[src/rtl/axis_word_serializer.sv]
`default_nettype none
// ============================================================================
//  Module      : axis_word_serializer
//  Description : Fetches NUM_WORDS words from a synchronous read port and
//                streams them out byte by byte on an 8-bit AXI-Stream master,
//                with tlast on the frame's final byte and optional continuous
//                frame repetition.
//  Revision    : 1.0 - initial release
// ============================================================================
module axis_word_serializer #(
   parameter int ADDR_WIDTH  = 8,
   parameter int DATA_WIDTH  = 80,
   parameter int NUM_WORDS   = 4,
   parameter int ADDR_STRIDE = 4,
   parameter int BASE_ADDR   = 0,
   parameter int RD_LATENCY  = 1,
   parameter int MSB_FIRST   = 1
) (
   input  logic                  clk_in,
   input  logic                  rst_n_in,
   input  logic                  start_in,
   input  logic                  continuous_in,
   output logic                  busy_out,
   output logic                  frame_done_out,
   output logic                  rd_en,
   output logic [ADDR_WIDTH-1:0] rd_addr,
   input  logic [DATA_WIDTH-1:0] rd_data,
   output logic [7:0]            tdata_out,
   output logic                  tvalid_out,
   output logic                  tlast_out,
   input  logic                  tready_in
);

   localparam int c_BPW = DATA_WIDTH / 8;
   localparam int c_BW  = (c_BPW > 1) ? $clog2(c_BPW) : 1;
   localparam int c_WW  = (NUM_WORDS > 1) ? $clog2(NUM_WORDS) : 1;

   localparam logic [c_BW-1:0]       c_LAST_BYTE = c_BW'(c_BPW - 1);
   localparam logic [c_WW-1:0]       c_LAST_WORD = c_WW'(NUM_WORDS - 1);
   localparam logic [1:0]            c_LAT_LAST  = 2'(RD_LATENCY - 1);
   localparam logic [ADDR_WIDTH-1:0] c_BASE      = ADDR_WIDTH'(BASE_ADDR);
   localparam logic [ADDR_WIDTH-1:0] c_STRIDE    = ADDR_WIDTH'(ADDR_STRIDE);
   localparam logic                  c_ONE_BYTE  = (c_BPW == 1);

   localparam logic [1:0] c_ST_IDLE  = 2'd0;
   localparam logic [1:0] c_ST_FETCH = 2'd1;
   localparam logic [1:0] c_ST_WAIT  = 2'd2;
   localparam logic [1:0] c_ST_SEND  = 2'd3;

   // Reject unsupported parameter combinations at elaboration time.
   generate
      if ((DATA_WIDTH % 8) != 0 || DATA_WIDTH < 8) begin : g_bad_data_width
         $error("axis_word_serializer: DATA_WIDTH must be a positive multiple of 8");
      end
      if (NUM_WORDS < 1) begin : g_bad_num_words
         $error("axis_word_serializer: NUM_WORDS must be at least 1");
      end
      if (RD_LATENCY < 1 || RD_LATENCY > 4) begin : g_bad_latency
         $error("axis_word_serializer: RD_LATENCY must be within 1..4");
      end
   endgenerate

   logic [1:0]            r_state;
   logic                  r_busy;
   logic                  r_frame_done;
   logic                  r_rd_en;
   logic [ADDR_WIDTH-1:0] r_rd_addr;
   logic [DATA_WIDTH-1:0] r_shift;
   logic [7:0]            r_tdata;
   logic                  r_tvalid;
   logic                  r_tlast;
   logic [c_BW-1:0]       r_byte_idx;
   logic [c_WW-1:0]       r_word_idx;
   logic [1:0]            r_lat_cnt;

   // Byte presented at capture time and at each advance, plus the bytes
   // still to be sent; r_shift always holds the not-yet-presented bytes
   // aligned so the next one sits at the extraction end.
   logic [7:0]            w_cap_byte;
   logic [7:0]            w_adv_byte;
   logic [DATA_WIDTH-1:0] w_cap_rest;
   logic [DATA_WIDTH-1:0] w_adv_rest;
   logic                  w_last_byte;
   logic                  w_last_word;

   generate
      if (MSB_FIRST != 0) begin : g_msb_first
         assign w_cap_byte = rd_data[DATA_WIDTH-1 -: 8];
         assign w_cap_rest = rd_data << 8;
         assign w_adv_byte = r_shift[DATA_WIDTH-1 -: 8];
         assign w_adv_rest = r_shift << 8;
      end else begin : g_lsb_first
         assign w_cap_byte = rd_data[7:0];
         assign w_cap_rest = rd_data >> 8;
         assign w_adv_byte = r_shift[7:0];
         assign w_adv_rest = r_shift >> 8;
      end
   endgenerate

   assign w_last_byte = (r_byte_idx == c_LAST_BYTE);
   assign w_last_word = (r_word_idx == c_LAST_WORD);

   // Frame sequencer: issue reads, wait out the memory latency, then stream
   // the captured word byte by byte under tready back-pressure.
   always_ff @(posedge clk_in or negedge rst_n_in) begin
      if (!rst_n_in) begin
         r_state      <= c_ST_IDLE;
         r_busy       <= 1'b0;
         r_frame_done <= 1'b0;
         r_rd_en      <= 1'b0;
         r_rd_addr    <= c_BASE;
         r_shift      <= '0;
         r_tdata      <= 8'd0;
         r_tvalid     <= 1'b0;
         r_tlast      <= 1'b0;
         r_byte_idx   <= '0;
         r_word_idx   <= '0;
         r_lat_cnt    <= 2'd0;
      end else begin
         r_rd_en      <= 1'b0;
         r_frame_done <= 1'b0;
         case (r_state)
            c_ST_IDLE: begin
               if (start_in) begin
                  r_state    <= c_ST_FETCH;
                  r_busy     <= 1'b1;
                  r_rd_en    <= 1'b1;
                  r_rd_addr  <= c_BASE;
                  r_word_idx <= '0;
               end
            end
            c_ST_FETCH: begin
               r_state   <= c_ST_WAIT;
               r_lat_cnt <= 2'd0;
            end
            c_ST_WAIT: begin
               if (r_lat_cnt == c_LAT_LAST) begin
                  r_tdata    <= w_cap_byte;
                  r_shift    <= w_cap_rest;
                  r_byte_idx <= '0;
                  r_tvalid   <= 1'b1;
                  r_tlast    <= w_last_word && c_ONE_BYTE;
                  r_state    <= c_ST_SEND;
               end else begin
                  r_lat_cnt <= r_lat_cnt + 2'd1;
               end
            end
            c_ST_SEND: begin
               if (tready_in) begin
                  if (!w_last_byte) begin
                     // Next byte goes out at the same edge as the handshake.
                     r_tdata    <= w_adv_byte;
                     r_shift    <= w_adv_rest;
                     r_byte_idx <= r_byte_idx + 1'b1;
                     r_tlast    <= w_last_word && (r_byte_idx == (c_LAST_BYTE - 1'b1));
                  end else begin
                     r_tvalid   <= 1'b0;
                     r_tlast    <= 1'b0;
                     r_byte_idx <= '0;
                     if (!w_last_word) begin
                        r_word_idx <= r_word_idx + 1'b1;
                        r_rd_en    <= 1'b1;
                        r_rd_addr  <= r_rd_addr + c_STRIDE;
                        r_state    <= c_ST_FETCH;
                     end else begin
                        // End of frame: a pending start is deliberately
                        // ignored here, only continuous_in restarts.
                        r_frame_done <= 1'b1;
                        r_word_idx   <= '0;
                        if (continuous_in) begin
                           r_rd_en   <= 1'b1;
                           r_rd_addr <= c_BASE;
                           r_state   <= c_ST_FETCH;
                        end else begin
                           r_busy  <= 1'b0;
                           r_state <= c_ST_IDLE;
                        end
                     end
                  end
               end
            end
            default: begin
               r_state <= c_ST_IDLE;
               r_busy  <= 1'b0;
            end
         endcase
      end
   end

   assign busy_out       = r_busy;
   assign frame_done_out = r_frame_done;
   assign rd_en          = r_rd_en;
   assign rd_addr        = r_rd_addr;
   assign tdata_out      = r_tdata;
   assign tvalid_out     = r_tvalid;
   assign tlast_out      = r_tlast;

endmodule
`default_nettype wire

[config.mk]
export PLATFORM = sky130hd
export DESIGN_NAME = axis_word_serializer
export DESIGN_NICKNAME = d
export VERILOG_FILES = /design/src/rtl/axis_word_serializer.sv
export SDC_FILE = /design/constraint.sdc
export NUM_CORES = 1
export LEC_CHECK = 0
export ABC_AREA = 1
export ABC_CLOCK_PERIOD_IN_PS = 2200
export BUFFER_PORTS_ARGS = -buffer_cell sky130_fd_sc_hd__buf_2
export CAP_MARGIN = 30
export CORE_MARGIN = 2
export CORE_UTILIZATION = 50
export CTS_CLUSTER_SIZE = 25
export DETAILED_ROUTE_END_ITERATION = 16
export MAX_ROUTING_LAYER = met4
export PLACE_DENSITY = 0.74
export RECOVER_POWER = 100
export SKIP_LAST_GASP = 1
export SLEW_MARGIN = 40
export SYNTH_ARGS = -nofsm -noshare
export SYNTH_HDL_FRONTEND = slang
export SYNTH_SLANG_ARGS = --single-unit
export TNS_END_PERCENT = 1
[constraint.sdc]
create_clock -name clk_in -period 2.2 [get_ports clk_in]
set_clock_uncertainty 0.05 [all_clocks]
set_input_delay 0.55 -clock clk_in [delete_from_list [all_inputs] [get_ports clk_in]]
set_output_delay 0.55 -clock clk_in [all_outputs]
set_load 0.1 [all_outputs]
# Word level (Yosys, flattened, before mapping)

Cells that the tools add are included.

Bits of input ports: 85
Flip-flop bits (word level): 111

Equality and inequality tests: 15
Mux-type cells: 56
$add $sub $neg: 4
Reductions and logical operators: 14

Operators with widths:

| cell                                                           | count |
|---|---|
| 80-bit 2-to-1 mux                                              | 3 |
| 80-bit one-hot mux with 2 select lines                         | 1 |
| 8-bit 2-to-1 mux                                               | 8 |
| 8-bit one-hot mux with 2 select lines                          | 2 |
| 1-bit 2-to-1 mux                                               | 22 |
| 2-bit 2-to-1 mux                                               | 9 |
| 2-bit inequality test (second input constant)                  | 8 |
| 4-bit AND reduction                                            | 4 |
| 4-bit 2-to-1 mux                                               | 3 |
| 8-bit by 3-bit adder with 8-bit output (second input constant) | 1 |
| 4-bit equality test (second input constant)                    | 2 |
| 1-bit one-hot mux with 2 select lines                          | 4 |
| 2-bit one-hot mux with 2 select lines                          | 2 |
| 2-bit one-hot mux with 4 select lines                          | 1 |
| 4-bit one-hot mux with 2 select lines                          | 1 |
| 2-bit equality test (second input constant)                    | 3 |
| 6-bit AND reduction                                            | 1 |
| 2-bit nonzero test                                             | 3 |
| 5-bit AND reduction                                            | 1 |
| 2-bit by 1-bit adder with 2-bit output (second input constant) | 2 |
| 4-bit by 1-bit adder with 4-bit output (second input constant) | 1 |
| 2-bit logical NOT                                              | 2 |
| 3-bit inequality test (second input constant)                  | 1 |
| 3-bit AND reduction                                            | 1 |
| 3 further kinds                                                | 3 |

# Depth between registers and ports, before layout

Gate-level depths: netlist of the first run.

Word-level depth: 5
Gate-level depth with buffers: 10
Depth with buffers taken out: 9

# Worst setup path before layout of the first run

OpenSTA, ideal clock, no wires.

Path type: flip-flop to flip-flop
Start point: register r_rd_addr[2], in the netlist rd_addr[2]
End point: register r_rd_addr[6], in the netlist rd_addr[6]
Clock period less this slack: 1.861 ns
Stages on the path, launching flop included: 8
Setup time: 0.068 ns
Arrival time: 1.743 ns
Setup slack: 0.339 ns
Path buffers: 0
Cells stage by stage: dfrtp_1 ha_1 nand2_1 o21bai_1 o21ai_0 nor2_1 nand2_1 nand2_1

Cells in the longest elaborated chain, start to end: 5

Ends and longest elaborated chain:

| element                                | RTL line | source |
|---|---|---|
| from (decl)                            | 67       | `logic [ADDR_WIDTH-1:0] r_rd_addr;` |
| from (signal assigned)                 | 111      | `r_rd_addr <= c_BASE;` |
| from (signal assigned)                 | 128      | `r_rd_addr <= c_BASE;` |
| from (signal assigned)                 | 163      | `r_rd_addr <= r_rd_addr + c_STRIDE;` |
| 8-bit by 3-bit adder with 8-bit output | 163      |  |
| 8-bit 2-to-1 mux                       | 160      | `if (!w_last_word) begin` |
| 8-bit 2-to-1 mux                       | 150      | `if (!w_last_byte) begin` |
| 8-bit 2-to-1 mux                       | 149      | `if (tready_in) begin` |
| 8-bit one-hot mux with 2 select lines  | 122      | `case (r_state)` |

No other way between the ends. The select of a mux whose other input is x is not followed.
A chain may end at the register's enable or synchronous reset.

# Worst setup path after layout of the first run

Start point: register r_rd_addr[2], in the netlist rd_addr[2]
End point: output rd_addr[2]

RTL lines:

| element   | RTL line | source |
|---|---|---|
| to (decl) | 26       | `output logic [ADDR_WIDTH-1:0] rd_addr,` |

No word-level cell between the ends.

==> flow_metrics.env, run 1 <==
export IMPL_status="finished clean"
export IMPL_hold_violations=0
export IMPL_syn_to_final_growth_pct=16.7
export IMPL_fin_crit_sh=0.862
export IMPL_yosysSeqAreaShare=0.516
export IMPL_synth_cell_type_count=29
export IMPL_timing_setup_tns_ns=0
export IMPL_io_buffers=103
export IMPL_vias_per_cell=4.98
export IMPL_cts_root_buffer="clkbuf_8"
export IMPL_slowest_delay_ns=0.49
export IMPL_post_cts_setup_buffers=0
export IMPL_worst_pin_slew_ns=1.38
export IMPL_first_pass_iters=5
export IMPL_path_buf_inv=1
export IMPL_synth_flop_cell="dfrtp_1"
export IMPL_required_ns=1.60
export IMPL_drive_above_1_share=0.221
export IMPL_synth_edf_count=0
export IMPL_ant_nets=0
export IMPL_synth_avg_cell_area_um2=9.70
export IMPL_n_antenna_cell=0
export IMPL_ir_drop_v=0.000777
export IMPL_yosysTopAreaCell="dfrtp_1"
export IMPL_cts_hold_fix_buffers=0
export IMPL_min_to="r_shift[14]"
export IMPL_via_count=3674
export IMPL_postSynthCellCount=505
export IMPL_drc=0
export IMPL_dieWidth_um=103
export IMPL_power_leakage_nw=2.77
export IMPL_tritoncts="done"
export IMPL_critPathArrivalTime_ns=1.30
export IMPL_final_cells=738
export IMPL_slew_headroom=0.0783
export IMPL_crit_slowest_cell="clkbuf_2"
export IMPL_hp_start="rd_data[6]"
export IMPL_reg2reg_from="r_state[0]"
export IMPL_grt_max_degree=102
export IMPL_worstSetupEndpointType="output port"
export IMPL_ys_warn_count=0
export IMPL_clock_sinks=101
export IMPL_finalSetupViolations=0
export IMPL_power_density_mw_per_mm2=1530
export IMPL_synthArstFlopShare=1.00
export IMPL_crit_path_cell_trace="clkbuf_2"
export IMPL_clock_latency_ns=0.37
export IMPL_drt_initial_drc_count=137
export IMPL_grt_overflow=0
export IMPL_min_path_cells=3
export IMPL_start_util=0.508
export IMPL_gp_congestion=0.826
export IMPL_place_inst=722
export IMPL_track_usage=0.198
export IMPL_hold_slack_ns=0.357
export IMPL_worstHoldPathType="input pin to flop"
export IMPL_wl_mm=9.98
export IMPL_die_h_um=103
export IMPL_rr_worst_depth=9
export IMPL_path_delay_family="buffers and inverters"
export IMPL_fillers=876
export IMPL_finalWorstPathRequiredPeriod_ns=1.90
export IMPL_grt_pass1_vias=3397
export IMPL_maxCapViolCount=0
export IMPL_cp_start_kind="flop"
export IMPL_antenna_found_initial=0
export IMPL_slew_violations=0
export IMPL_total_power_mw=8.72
export IMPL_cts_resized=0
export IMPL_row_count=36
export IMPL_rsz0062_at_grt="false"
export IMPL_fmax_mhz=527
export IMPL_r2r_slack_ns=0.34
export IMPL_synth_top_area_share=0.516
export IMPL_crit_type="flop to output port"
export IMPL_synthesis_area_mm2=0.00490
export IMPL_cts_htree_levels=3
export IMPL_rr_endpoint="tvalid_out"
export IMPL_cts_clk_slew_worst_paths_ns=0.10
export IMPL_clk_path_buf_depth=2
export IMPL_ios=106
export IMPL_routedWlPerCell_um=13.5
export IMPL_fp_coreArea_mm2=0.00964
export IMPL_worstPathMaxFanout=5
export IMPL_num_nets_final=695
export IMPL_cts_made_buffers=9
export IMPL_grt_pass1_wl_mm=15.9
export IMPL_ys_top_cells_by_area="dfrtp_1 52%, mux2i_1 15%, nand2_1 10%"
export IMPL_synth_seq_cells=101
export IMPL_post_dp_hpwl_mm=7.06
export IMPL_die_area_mm2=0.0106
synth_stat cells, types with 5 or more instances:
library cell / count
mux2i_1: 72
o21ai_0: 14
buf_6: 11
clkbuf_1: 7
a21oi_1: 5
dfrtp_1: 101
o21ai_1: 68
nand2_1: 135
buf_2: 9
nor2_1: 16
nand3_1: 17
inv_1: 19
ha_1: 10
routing by layer:
layer,wire [um],GRT usage,vias to the layer above
met1,4720,0.269,1691
met2,4520,0.296,88
li1,-,-,1880
met4,127,0.0597,0
met5,0,-,-
met3,617,0.0475,15
metrics by stage:
step	cell area [um2]	setup WS, ns	util
after floorplan	4900	0.339	-
after global placement	5520	0.438	0.573
after detailed placement	5520	0.362	0.573
after CTS	5740	0.310	0.595
after global routing	5720	0.155	0.593
final	5720	0.304	0.593
report_power, final:
part	leakage [nW]	switching [mW]	internal [mW]
combinational	1.38	2.86	1.42
sequential	1.28	0.477	2.70
clock	0.109	0.706	0.556
cell type report:
cell class                 instances  area, um2  share of cell area
multi-input combinational        356       2090               0.366
sequential                       101       2530               0.442
inverter                          20       75.1              0.0131
clock inverter                     7       92.6              0.0162
clock buffer                       9        124              0.0217
tap                              133        166              0.0291
timing repair buffer             112        636               0.111
registers in the layout, summed over array words and instances, names as in the netlist:
| signal | count |
|---|---|
| frame_done_out | 1 |
| tlast_out | 1 |
| r_byte_idx | 4 |
| rd_addr | 6 |
| r_shift | 72 |
| r_state | 2 |
| rd_en | 1 |
| busy_out | 1 |
| tvalid_out | 1 |
| tdata_out | 8 |
| r_word_idx | 2 |
| r_lat_cnt | 2 |
kinds of logic (layout without fill, tap and decap cells):
logic type	count (synthesis)	in the layout	share of synthesized area
AO/OA/AOI/OAI	93	93	0.100
multiplexers	72	72	0.147
flip-flops	101	101	0.516
buffers and inverters	49	148	0.0582
AND/OR/NAND/NOR	179	179	0.152
other	1	2	0.000766
adder cells (fa/ha/maj)	10	10	0.0255
worst max-delay path by stage:
| stage | start | end | depth (start not counted) |
|---|---|---|---|
| after floorplan | rd_addr[2] | rd_addr[6] | 7 |
| after global placement | r_state[1] | rd_addr[6] | 7 |
| after detailed placement | r_state[0] | rd_addr[2] | 7 |
| after CTS | rd_addr[2] | rd_addr[2] | 1 |
| after global routing | r_state[0] | tvalid_out | 9 |
| final | rd_addr[2] | rd_addr[2] | 1 |
cell usage in the layout, fill, tap and decap left out:
cell,Yosys,routed
o21ai_0,14,81
o21ai_4,1,1
inv_1,19,20
nand2_4,1,1
o21bai_1,2,2
buf_12,0,4
mux2i_1,72,72
inv_6,0,2
o21ai_1,68,3
clkbuf_8,0,9
nor2_8,1,1
or2_0,1,1
nor2_4,1,1
nor3b_1,1,1
a21oi_1,5,5
clkbuf_4,0,2
clkinv_8,0,1
ha_1,10,9
clkinv_4,0,2
nand2_1,135,135
nor3_1,1,1
dfrtp_1,101,101
nand3_1,17,17
bufinv_16,0,1
nor4_1,1,1
inv_8,0,1
nor2_1,16,16
buf_4,2,4
ha_4,0,1
a22oi_1,1,1
buf_2,9,83
nand2_2,1,1
nand4_1,3,3
conb_1,1,2
clkbuf_2,0,19
Note: power is estimated with default switching activity, not from simulation.
==> run 2, diff against run 1 <==
--- a/config.mk
+++ b/config.mk
@@ -6,7 +6,7 @@
 export NUM_CORES = 1
 export LEC_CHECK = 0
 export ABC_AREA = 1
-export ABC_CLOCK_PERIOD_IN_PS = 2200
+export ABC_CLOCK_PERIOD_IN_PS = 2420
 export BUFFER_PORTS_ARGS = -buffer_cell sky130_fd_sc_hd__buf_2
 export CAP_MARGIN = 30
 export CORE_MARGIN = 2
==> constraint.sdc (replaced) <==
create_clock -name clk_in -period 2.42 [get_ports clk_in]
set_clock_uncertainty 0.05 [all_clocks]
set_input_delay 0.605 -clock clk_in [delete_from_list [all_inputs] [get_ports clk_in]]
set_output_delay 0.605 -clock clk_in [all_outputs]
set_load 0.1 [all_outputs]
==> run 2 against run 1 <==
Against the previous run: the run now ends with max-capacitance violations, max-slew violations left; largest power group unchanged; utilization fell by 0.31 points; via count fell by 0.11%; flip-flop and latch count did not move; critical endpoint is now tdata_out[4]; cell area fell by 0.53%; cell count fell by 0.41%; non-clock buffer count fell by 3; clock power fell by 3%; first-iteration DRC count rose by 2.2%.
==> flow_metrics.env, run 2 (synthesized netlist as in run 1, its figures left out) <==
export IMPL_status="finished, violations left"
export IMPL_violations="max-capacitance violations, max-slew violations"
export IMPL_grt_max_degree=86
export IMPL_ant_nets=0
export IMPL_grt_overflow=0
export IMPL_crit_path_cell_trace="inv_1 > ha_1 > inv_1 > nor2_4 > nor2_8 > nand2_4 > buf_12 > o21ai_0"
export IMPL_rr_worst_depth=8
export IMPL_track_usage=0.203
export IMPL_slew_violations=35
export IMPL_tritoncts="done"
export IMPL_clock_sinks=101
export IMPL_dieWidth_um=103
export IMPL_row_count=36
export IMPL_slowest_delay_ns=0.45
export IMPL_n_antenna_cell=0
export IMPL_slew_headroom=-0.311
export IMPL_crit_path_start="r_state[0]"
export IMPL_worstSetupEndpointType="flop"
export IMPL_clock_latency_ns=0.36
export IMPL_cts_root_buffer="clkbuf_8"
export IMPL_syn_to_final_growth_pct=16.1
export IMPL_timing_setup_tns_ns=0
export IMPL_power_leakage_nw=2.75
export IMPL_grt_pass1_vias=3490
export IMPL_antenna_found_initial=0
export IMPL_via_count=3670
export IMPL_finalWorstPathRequiredPeriod_ns=2.10
export IMPL_ios=106
export IMPL_grt_pass1_wl_mm=16.3
export IMPL_final_common_cell="nand2_1"
export IMPL_crit_slowest_cell="dfrtp_1"
export IMPL_maxCapViolCount=1
export IMPL_rr_endpoint="tdata_out[4]"
export IMPL_vias_per_cell=4.99
export IMPL_die_h_um=103
export IMPL_fp_coreArea_mm2=0.00964
export IMPL_final_cell_mix="135 x nand2_1, 101 x dfrtp_1, 83 x buf_2"
export IMPL_drc=0
export IMPL_cts_resized=0
export IMPL_hold_violations=0
export IMPL_worstPathMaxFanout=85
export IMPL_routedWlPerCell_um=13.6
export IMPL_gp_congestion=0.761
export IMPL_finalSetupViolations=0
export IMPL_cts_clk_slew_worst_paths_ns=0.09
export IMPL_die_area_mm2=0.0106
export IMPL_reg2reg_from="r_state[0]"
export IMPL_power_density_mw_per_mm2=1390
export IMPL_post_cts_setup_buffers=0
export IMPL_num_nets_final=692
export IMPL_crit_top_cell="inv_1"
export IMPL_fin_crit_sh=0.868
export IMPL_cts_made_buffers=9
export IMPL_ir_drop_v=0.000772
export IMPL_wl_mm=10.0
export IMPL_cts_hold_fix_buffers=0
export IMPL_largest_register_ffs=72
export IMPL_endpoint="tdata_out[4]"
export IMPL_required_ns=2.64
export IMPL_post_dp_hpwl_mm=7.01
export IMPL_drive_above_1_share=0.216
export IMPL_critPathArrivalTime_ns=2.32
export IMPL_start_util=0.508
export IMPL_crit_type="flop to flop"
export IMPL_hold_slack_ns=0.418
export IMPL_rsz0062_at_grt="false"
export IMPL_drt_initial_drc_count=140
export IMPL_io_buffers=103
export IMPL_fillers=904
export IMPL_first_pass_iters=4
export IMPL_regMostFlops="r_shift"
export IMPL_cp_start_kind="flop"
export IMPL_worst_pin_slew_ns=1.97
export IMPL_clk_path_buf_depth=2
export IMPL_cts_htree_levels=3
export IMPL_fmax_mhz=476
export IMPL_r2r_slack_ns=0.32
export IMPL_worstHoldPathType="input pin to flop"
==> run 2: report_power, final <==
| part | switching [mW] | leakage (nW) | internal [mW] |
|---|---|---|---|
| clock network | 0.581 | 0.120 | 0.641 |
| logic | 2.59 | 1.35 | 1.18 |
| registers | 0.426 | 1.28 | 2.45 |
==> run 2: layout make-up <==
cell class	count	area, um2	share of cell area
sequential	101	2530	0.445
multi-input combinational	356	2090	0.368
timing repair buffer	109	588	0.103
tap	133	166	0.0293
clock buffer	11	151	0.0266
clock inverter	5	82.6	0.0145
inverter	20	75.1	0.0132
==> run 2: how the worst min path moves through the flow <==
stage,slack [ns],startpoint,end,depth (start not counted)
6_report,0.42,rd_data[7],r_shift[15],3
5_1_grt,0.41,rd_data[7],r_shift[15],3
4_1_cts,0.14,rst_n_in,r_shift[62],1
3_5_place_dp,0.41,r_shift[15],r_shift[15],2
3_3_place_gp,0.40,r_shift[15],r_shift[15],2
2_1_floorplan,0.26,rst_n_in,busy_out,0
==> run 2: through the flow <==
stage          utilization  instances  power [mW]  worst slack [ns]  instance area (um2)
2_1_floorplan            -        506        6.29             0.559                 4900
3_3_place_gp         0.568        719        6.77             0.475                 5470
3_5_place_dp         0.568        719        6.92             0.365                 5470
4_1_cts              0.592        735        8.16             0.341                 5710
5_1_grt              0.590        735        8.51             0.107                 5690
6_report             0.590        735        7.87             0.319                 5690
==> run 2: worst max-delay path, delay by kind of cell, from the launching register on <==
family	cells	cell delay (ns)
simple gates	3	0.52
buf+inv	3	0.50
flops	1	0.45
fa+ha+maj	1	0.25
compound gates	1	0.23
==> run 2: routing by layer <==
metal,part of all wire,global-route usage,up-vias,routed length (um)
met5,0,-,-,0
met2,0.45,0.305,84,4480
li1,-,-,1870,-
met1,0.48,0.274,1704,4790
met3,0.061,0.0488,12,615
met4,0.013,0.0668,0,126
